--- src/rtl/math_acc_pkg.sv ---
// Shared types, defaults and width helpers for the math result accumulator.
// DATASIZE sets the computer's data width; results carry one extra bit.
`ifndef DATASIZE
`define DATASIZE 16
`endif

package math_acc_pkg;

  typedef enum logic [0:0] {
    ACCUM = 1'b0,
    EMIT  = 1'b1
  } acc_state_t;

  localparam int MIN_BLOCK_LEN = 2;
  localparam int DEF_RES_W     = `DATASIZE + 1;

  // One extra bit of headroom above the worst-case block sum.
  function automatic int sum_width(input int res_w, input int block_len);
    return res_w + $clog2(block_len) + 1;
  endfunction

endpackage

--- src/rtl/math_result_accumulator_if.sv ---
// Result-in / record-out stream bundle for math_result_accumulator.
// MATH_ACC_MIN_EN adds the out_min record field.
interface math_result_accumulator_if
  import math_acc_pkg::*;
#(
  parameter int RES_W     = DEF_RES_W,
  parameter int BLOCK_LEN = 8
);
  localparam int SUM_W = sum_width(RES_W, BLOCK_LEN);
  localparam int CNT_W = $clog2(BLOCK_LEN) + 1;

  logic             in_valid;
  logic             in_ready;
  logic [RES_W-1:0] in_result;
  logic             flush;
  logic             out_valid;
  logic             out_ready;
  logic [SUM_W-1:0] out_sum;
  logic [RES_W-1:0] out_max;
  logic [CNT_W-1:0] out_count;
`ifdef MATH_ACC_MIN_EN
  logic [RES_W-1:0] out_min;
`endif

  modport slave (
    input  in_valid, in_result, flush, out_ready,
    output in_ready, out_valid, out_sum, out_max, out_count
`ifdef MATH_ACC_MIN_EN
    , output out_min
`endif
  );

  modport master (
    output in_valid, in_result, flush, out_ready,
    input  in_ready, out_valid, out_sum, out_max, out_count
`ifdef MATH_ACC_MIN_EN
    , input out_min
`endif
  );

endinterface

--- src/rtl/math_result_fifo.sv ---
// Small synchronous FIFO with show-ahead read; full/empty come from a registered
// occupancy count, so a full FIFO never accepts a push even when popping.
module math_result_fifo #(
  parameter int WIDTH = 17,
  parameter int DEPTH = 4
) (
  input  logic             clk,
  input  logic             rst,
  input  logic             push,
  input  logic [WIDTH-1:0] push_data,
  input  logic             pop,
  output logic [WIDTH-1:0] pop_data,
  output logic             full,
  output logic             empty
);
  localparam int PTR_W = $clog2(DEPTH);

  logic [WIDTH-1:0] mem [DEPTH];
  logic [PTR_W-1:0] wr_ptr_reg;
  logic [PTR_W-1:0] rd_ptr_reg;
  logic [PTR_W:0]   count_reg;
  logic             do_push;
  logic             do_pop;

  assign full     = (count_reg == (PTR_W+1)'(DEPTH));
  assign empty    = (count_reg == '0);
  assign do_push  = push && !full;
  assign do_pop   = pop && !empty;
  assign pop_data = mem[rd_ptr_reg];

  always_ff @(posedge clk) begin
    if (do_push) begin
      mem[wr_ptr_reg] <= push_data;
    end
  end

  // Pointers wrap naturally because DEPTH is a power of two.
  always_ff @(posedge clk) begin
    if (rst) begin
      wr_ptr_reg <= '0;
      rd_ptr_reg <= '0;
      count_reg  <= '0;
    end else begin
      if (do_push) wr_ptr_reg <= wr_ptr_reg + 1'b1;
      if (do_pop)  rd_ptr_reg <= rd_ptr_reg + 1'b1;
      case ({do_push, do_pop})
        2'b10:   count_reg <= count_reg + 1'b1;
        2'b01:   count_reg <= count_reg - 1'b1;
        default: count_reg <= count_reg;
      endcase
    end
  end

endmodule

--- src/rtl/math_result_accumulator.sv ---
// Buffers math results and reduces them in blocks of BLOCK_LEN into {sum,max,count}
// records. Defining MATH_ACC_MIN_EN also tracks the block minimum on out_min.
module math_result_accumulator
  import math_acc_pkg::*;
#(
  parameter int RES_W      = DEF_RES_W,
  parameter int BLOCK_LEN  = 8,
  parameter int FIFO_DEPTH = 4
) (
  input logic                      clk,
  input logic                      rst,
  math_result_accumulator_if.slave bus
);
  localparam int SUM_W = sum_width(RES_W, BLOCK_LEN);
  localparam int CNT_W = $clog2(BLOCK_LEN) + 1;

  acc_state_t       state_reg, state_next;
  logic [SUM_W-1:0] acc_sum_reg, acc_sum_next, out_sum_reg, out_sum_next;
  logic [RES_W-1:0] acc_max_reg, acc_max_next, out_max_reg, out_max_next;
  logic [CNT_W-1:0] acc_cnt_reg, acc_cnt_next, out_cnt_reg, out_cnt_next;
  logic             out_valid_reg, out_valid_next;
  logic [RES_W-1:0] fifo_data;
  logic             fifo_full, fifo_empty, pop;
  logic [SUM_W-1:0] pop_sum;
  logic [RES_W-1:0] pop_max;
  logic [CNT_W-1:0] pop_cnt;

  math_result_fifo #(.WIDTH(RES_W), .DEPTH(FIFO_DEPTH)) u_fifo (
    .clk      (clk),
    .rst      (rst),
    .push     (bus.in_valid),
    .push_data(bus.in_result),
    .pop      (pop),
    .pop_data (fifo_data),
    .full     (fifo_full),
    .empty    (fifo_empty)
  );

  // Accumulator values as they would be after popping the FIFO head this cycle.
  assign pop_sum = acc_sum_reg + SUM_W'(fifo_data);
  assign pop_max = (acc_cnt_reg == '0 || fifo_data > acc_max_reg) ? fifo_data : acc_max_reg;
  assign pop_cnt = acc_cnt_reg + CNT_W'(1);

`ifdef MATH_ACC_MIN_EN
  logic [RES_W-1:0] acc_min_reg, acc_min_next, out_min_reg, out_min_next, pop_min;
  assign pop_min = (acc_cnt_reg == '0 || fifo_data < acc_min_reg) ? fifo_data : acc_min_reg;
  assign bus.out_min = out_min_reg;
`endif

  always_comb begin
    state_next     = state_reg;
    acc_sum_next   = acc_sum_reg;
    acc_max_next   = acc_max_reg;
    acc_cnt_next   = acc_cnt_reg;
    out_sum_next   = out_sum_reg;
    out_max_next   = out_max_reg;
    out_cnt_next   = out_cnt_reg;
    out_valid_next = out_valid_reg;
    pop            = 1'b0;
`ifdef MATH_ACC_MIN_EN
    acc_min_next   = acc_min_reg;
    out_min_next   = out_min_reg;
`endif
    case (state_reg)
      ACCUM: begin
        if (!fifo_empty) begin
          pop = 1'b1;
          if (pop_cnt == CNT_W'(BLOCK_LEN) || bus.flush) begin
            out_sum_next   = pop_sum;
            out_max_next   = pop_max;
            out_cnt_next   = pop_cnt;
            out_valid_next = 1'b1;
            acc_sum_next   = '0;
            acc_max_next   = '0;
            acc_cnt_next   = '0;
`ifdef MATH_ACC_MIN_EN
            out_min_next   = pop_min;
            acc_min_next   = '0;
`endif
            state_next     = EMIT;
          end else begin
            acc_sum_next = pop_sum;
            acc_max_next = pop_max;
            acc_cnt_next = pop_cnt;
`ifdef MATH_ACC_MIN_EN
            acc_min_next = pop_min;
`endif
          end
        end else if (bus.flush && acc_cnt_reg != '0) begin
          out_sum_next   = acc_sum_reg;
          out_max_next   = acc_max_reg;
          out_cnt_next   = acc_cnt_reg;
          out_valid_next = 1'b1;
          acc_sum_next   = '0;
          acc_max_next   = '0;
          acc_cnt_next   = '0;
`ifdef MATH_ACC_MIN_EN
          out_min_next   = acc_min_reg;
          acc_min_next   = '0;
`endif
          state_next     = EMIT;
        end
      end
      EMIT: begin
        if (bus.out_ready) begin
          out_sum_next   = '0;
          out_max_next   = '0;
          out_cnt_next   = '0;
          out_valid_next = 1'b0;
`ifdef MATH_ACC_MIN_EN
          out_min_next   = '0;
`endif
          state_next     = ACCUM;
        end
      end
      default: state_next = ACCUM;
    endcase
  end

  always_ff @(posedge clk) begin
    if (rst) begin
      state_reg     <= ACCUM;
      acc_sum_reg   <= '0;
      acc_max_reg   <= '0;
      acc_cnt_reg   <= '0;
      out_sum_reg   <= '0;
      out_max_reg   <= '0;
      out_cnt_reg   <= '0;
      out_valid_reg <= 1'b0;
`ifdef MATH_ACC_MIN_EN
      acc_min_reg   <= '0;
      out_min_reg   <= '0;
`endif
    end else begin
      state_reg     <= state_next;
      acc_sum_reg   <= acc_sum_next;
      acc_max_reg   <= acc_max_next;
      acc_cnt_reg   <= acc_cnt_next;
      out_sum_reg   <= out_sum_next;
      out_max_reg   <= out_max_next;
      out_cnt_reg   <= out_cnt_next;
      out_valid_reg <= out_valid_next;
`ifdef MATH_ACC_MIN_EN
      acc_min_reg   <= acc_min_next;
      out_min_reg   <= out_min_next;
`endif
    end
  end

  assign bus.in_ready  = !fifo_full;
  assign bus.out_valid = out_valid_reg;
  assign bus.out_sum   = out_sum_reg;
  assign bus.out_max   = out_max_reg;
  assign bus.out_count = out_cnt_reg;

endmodule

--- src/flat_wrapper.sv ---
// flat-port wrapper written by rule: the top's interface ports become plain ports
module math_result_accumulator_flat import math_acc_pkg::*;
#(
  parameter int RES_W      = DEF_RES_W,
  parameter int BLOCK_LEN  = 8,
  parameter int FIFO_DEPTH = 4
)
  (clk, rst, bus_in_valid, bus_in_result, bus_flush, bus_out_ready, bus_in_ready, bus_out_valid, bus_out_sum, bus_out_max, bus_out_count);
  math_result_accumulator_if #(.RES_W(RES_W), .BLOCK_LEN(BLOCK_LEN)) bus_i ();
  input logic clk;
  input logic rst;
  input wire logic [$bits(bus_i.in_valid)-1:0] bus_in_valid;
  input wire logic [$bits(bus_i.in_result)-1:0] bus_in_result;
  input wire logic [$bits(bus_i.flush)-1:0] bus_flush;
  input wire logic [$bits(bus_i.out_ready)-1:0] bus_out_ready;
  output wire logic [$bits(bus_i.in_ready)-1:0] bus_in_ready;
  output wire logic [$bits(bus_i.out_valid)-1:0] bus_out_valid;
  output wire logic [$bits(bus_i.out_sum)-1:0] bus_out_sum;
  output wire logic [$bits(bus_i.out_max)-1:0] bus_out_max;
  output wire logic [$bits(bus_i.out_count)-1:0] bus_out_count;
  assign bus_i.in_valid = bus_in_valid;
  assign bus_i.in_result = bus_in_result;
  assign bus_i.flush = bus_flush;
  assign bus_i.out_ready = bus_out_ready;
  assign bus_in_ready = bus_i.in_ready;
  assign bus_out_valid = bus_i.out_valid;
  assign bus_out_sum = bus_i.out_sum;
  assign bus_out_max = bus_i.out_max;
  assign bus_out_count = bus_i.out_count;
  math_result_accumulator #(.RES_W(RES_W), .BLOCK_LEN(BLOCK_LEN), .FIFO_DEPTH(FIFO_DEPTH)) u_core (.clk(clk), .rst(rst), .bus(bus_i));
endmodule
--- config.mk ---
export PLATFORM = sky130hd
export DESIGN_NAME = math_result_accumulator_flat
export DESIGN_NICKNAME = d
export VERILOG_FILES = /design/src/rtl/math_acc_pkg.sv /design/src/rtl/math_result_accumulator_if.sv /design/src/rtl/math_result_fifo.sv /design/src/rtl/math_result_accumulator.sv /design/src/flat_wrapper.sv
export SDC_FILE = /design/constraint.sdc
export NUM_CORES = 1
export LEC_CHECK = 0
export CAP_MARGIN = 20
export CORE_MARGIN = 2
export CORE_UTILIZATION = 66
export CTS_BUF_LIST = sky130_fd_sc_hd__clkbuf_8
export CTS_CLUSTER_SIZE = 24
export DETAILED_ROUTE_END_ITERATION = 10
export DONT_BUFFER_PORTS = 1
export PLACE_DENSITY = 0.92
export SETUP_SLACK_MARGIN = 0.2
export SYNTH_ARGS = -nofsm -noshare
export SYNTH_HDL_FRONTEND = slang
export SYNTH_SLANG_ARGS = --single-unit
--- constraint.sdc ---
create_clock -name clk -period 5.04 [get_ports clk]
set_input_delay 0.756 -clock clk [delete_from_list [all_inputs] [get_ports clk]]
set_output_delay 0.756 -clock clk [all_outputs]
set_load 0.02 [all_outputs]
# Word level (Yosys, flattened, before mapping)
# Memories as Yosys holds them, arrays and structs flattened. A register that Yosys moved wholly into a read port is not among the register bits.
# Cells that the tools add are included.
# word_totals
latch_bits	0
n_memories	1
inputBits	22
register_bits	93
out_inout_bits	44
mem_bits_ro	0
ramBits	68
# classes
order_cmp	1
n_eq_ne	8
n_div	0
mux	42
addsub	6
shift	0
bitwise_logic	1
n_reduce_logical	13
multipliers	0
# mem_list
name	words	width	rd	rd_ports_with_merged_regs	wr	line	rtl
u_core.u_fifo.mem	4	17	1	1	1	math_result_fifo.sv:18	logic [WIDTH-1:0] mem [DEPTH];
# ops
operator	count
21-bit two-way mux	7
17-bit two-way mux	8
21-bit one-hot mux with 2 select lines	1
17-bit one-hot mux with 2 select lines	1
4-bit two-way mux	7
21-bit by 17-bit adder with 21-bit output	1
17-bit greater-than comparator	1
1-bit two-way mux	12
4-bit one-hot mux with 2 select lines	1
3-bit one-hot mux with 2 select lines	1
2-bit by 1-bit adder with 2-bit output (second input constant)	2
4-bit by 1-bit adder with 4-bit output (second input constant)	1
4-bit equality test (second input constant)	1
4-bit zero test	1
2-bit two-way mux	2
2-bit inequality test (second input constant)	2
1-bit one-hot mux with 2 select lines	2
4-bit nonzero test	1
3-bit by 1-bit adder with 3-bit output (second input constant)	1
3-bit equality test (second input constant)	1
1-bit logical AND	3
3-bit zero test	1
3-bit by 1-bit inequality test with 1-bit output (second input constant)	1
3-bit inequality test (second input constant)	1
other kinds (9)	11

# Depth between registers and ports, before layout
# logic_depth
ltp_word	6
ltp_mapped	12
mapped_depth_nobuf	11

# By module
# Synthesis repeated with hierarchy kept, for this count alone.
# unflattened
hier_cells	701
hier_area_um2	7888.8
# modules_own_cells
mod	n_inst	area_per_inst_um2	cells_each
math_result_accumulator	1	4921.0	558
math_result_fifo	1	2967.8	143

# Least setup slack after synthesis
# OpenSTA, ideal clock, no wires.
# synth_path
path_type	register -> register
startpoint	reg (tool-made name)
endpoint	reg u_core.acc_max_reg[0]
stages_incl_launch_ff	13
n_path_buf	3
setup_ps	59
arrival_time_ps	3499
period_less_slack_ps	3558
t_required_ps	4981
setup_slack_ps	1482
cell_sequence	dfxtp_1 clkbuf_1 buf_2 mux4_2 ha_1 a21o_1 a21oi_1 o21ai_0 a2111oi_2 nor2_1 o21ai_2 buf_2 a22o_1
# synth_rtl
item	line	rtl
to (signal assigned)	math_result_accumulator.sv:137	acc_max_reg <= acc_max_next;
to (decl)	math_result_accumulator.sv:19	logic [RES_W-1:0] acc_max_reg, acc_max_next, out_max_reg, out_max_next;

==> run summary <==
outcome: completed
synthesis-stage register bit count: 163
initial antenna violation count: 0
Cell Pwr Density: 619 mW/mm²
Post-Syn Nets: 766
static leakage power: 2.94 nW
number of flip-flops in the largest register: 68
critical path endpoint category: register
Starting Density: 67.5%
worst relative slew slack: 33.0%
post-route ant nets: 0
post-route cell area: 0.00818 mm²
multi-input logic area: 0.00347 mm²
Detailed Place HPWL: 12000 µm
htree depth: 4
Post-Route WL: 16900 µm
Final Hold Viols: 0
synthesized cell area: 0.00768 mm²
fin nets: 755
placed cell count: 814
Die Span X: 112 µm
pre-CTS setup slack: 1.34 ns
most frequent cell after synthesis: dfxtp_1
worst min path class: in -> reg
Post-synth EDFFs: 68
# IOs: 66
vias in the first global route: 5594
Congestion Overflow GR: 0
Synth Instances: 701
post-synth top area share: 26.6%
Min-Delay Startpoint: rst
Setup TNS: 0 ns
wire per inst: 20.0 µm
Post-Route Skew: 0.00952 ns
maximum vdd drop: 401 µV
syn_area_per_cell: 11.0 µm²
max-cap violations: 0
RSZ-0062 raised after global routing: no
root buf cell: clkbuf_8
core area: 0.0114 mm²
CP required: 5.45 ns
minimum clock period: 3.76 ns
Routability Congestion: 0.926
CTS clk-pin slew, worst paths: 0.09 ns
total track usage: 27.9%
post-CTS setup repair buffer count: 0
setup ws final: 1.28 ns
ANT cells: 0
final cell count without fillers: 846
post-synth top area cell: edfxtp_1
Slew Viols, Final: 0
Post-CTS Hold Buffers: 0
final setup fails: 0
CP Class: reg -> reg
Seq/Total Area, Yosys: 51.4%
largest net degree at the start of global routing: 42
Synth async-reset ratio: 0%
router iterations before antenna repair: 6
first-pass GRT wire length: 27600 µm
Iter 0 DRT Violations: 551
CTS Buf Count: 17
Most used DFF post-synth: dfxtp_1
Least-Margin Pin Slew: 0.999 ns
DP Area: 0.00776 mm²
Die ar.: 0.0125 mm²
crit start category: register
fin crit share: 74.5%
Ys Warns: 0
Area contributors post-synth: edfxtp_1 27%, dfxtp_1 25%, ha_1 6.7%, mux4_2 5.0%, nand2_1 3.1%
synth-to-layout area growth: 6.52%
Via density: 6.58
most common library cells after synthesis: 95 x dfxtp_1, 68 x edfxtp_1, 64 x nand2_1
CTS tree: yes
Fillers: 791
CTS resizes: 0
CTS sink cnt: 163
utilization after layout: 71.9%
cell row count: 39
Die Ht: 112 µm
Remaining DRCs: 0
number of I/O port buffers: 0
synth unique cells: 66
worst-path fanout max: 17
total number of vias: 5568
register area: 0.00394 mm²
worst path arrival time: 4.17 ns
layout cells sized above 1: 10.2%
Clock Latency Late Sink: 0.46 ns
fmax: 266 MHz
r2r setup slk: 1.28 ns
clock buffer depth: 2
## metrics by stage
| step | hold slack [ns] | power [mW] |
|---|---|---|
| after global placement | 0.457 | 3.93 |
| after CTS | 0.328 | 5.04 |
| final | 0.355 | 5.06 |
| after global routing | 0.328 | 5.36 |
| after detailed placement | 0.457 | 4.05 |
| after floorplan | 0.442 | 3.52 |
## logic make-up (layout without fill, tap and decap cells)
group / count (synthesis) / after routing / synth area share, %
AND/OR/NAND/NOR: 201 / 201 / 12.9
AO/OA/AOI/OAI: 180 / 180 / 16.4
flip-flops: 163 / 163 / 51.4
buffers and inverters: 67 / 69 / 3.47
adder cells (fa/ha/maj): 43 / 43 / 7.20
multiplexers: 25 / 25 / 6.06
XOR/XNOR: 22 / 22 / 2.51
## area by class of cell
| class | instances | area share, % |
|---|---|---|
| repair buffers | 7 | 0.643 |
| flip-flops and latches | 163 | 48.2 |
| multi-input cells | 471 | 42.5 |
| well taps | 143 | 2.19 |
| inverters | 30 | 1.38 |
| clock buffers | 17 | 2.86 |
| clock inverters | 15 | 2.22 |
## layer usage
metal	share of wire, %	vias to the layer above	GRT usage (%)
li1	-	2594	-
met1	41	2725	33.9
met2	50	205	47.1
met3	5.9	44	6.64
met4	3.3	0	13.3
met5	0	-	0
## cell usage in the layout (no fill, tap or decap), types with 7 or more instances in the layout
cell type / netlist / layout
mux4_2: 17 / 17
edfxtp_1: 68 / 68
and3_1: 12 / 12
ha_1: 41 / 41
inv_1: 30 / 30
dfxtp_1: 95 / 95
a31oi_1: 7 / 7
clkbuf_8: 0 / 17
nor2_1: 46 / 46
a21o_1: 11 / 11
a21oi_1: 36 / 36
buf_4: 0 / 7
a22oi_1: 20 / 20
o21ai_0: 31 / 31
a22o_1: 22 / 22
o311ai_0: 16 / 16
xnor2_1: 16 / 16
nand3_1: 30 / 30
nand2_1: 64 / 64
## where the power goes
| group | switching (mW) | internal, mW | total [mW] | leakage, nW |
|---|---|---|---|---|
| Sequential | 0.272 | 1.62 | 1.90 | 1.40 |
| Combinational | 1.36 | 0.819 | 2.18 | 1.34 |
| Clock | 0.491 | 0.492 | 0.984 | 0.202 |
| Total | 2.13 | 2.94 | 5.06 | 2.94 |
## critical path, cell delays in order (launching register included)
cell       delay, ns
dfxtp_1         0.32
buf_4           0.33
mux4_2          0.65
ha_1            0.39
a2111oi_0       0.43
o21ai_0         0.17
o2111ai_1       0.22
a21oi_1         0.24
a31oi_1         0.46
mux2_2          0.40
nand3_2         0.07
## path summary, 6_finish.rpt
| check | endpoint | cells past startpoint |
|---|---|---|
| worst max register to register | u_core.bus.out_sum[19]$_SDFFE_PP0P_ | 10 |
| worst min-delay path | u_core.bus.out_valid$_SDFFE_PP0P_ | 1 |
| worst max-delay path | u_core.bus.out_sum[19]$_SDFFE_PP0P_ | 10 |
| worst min register to register | u_core.acc_max_reg[14]$_SDFFE_PP0P_ | 1 |
(Power assumes the default switching activity.)
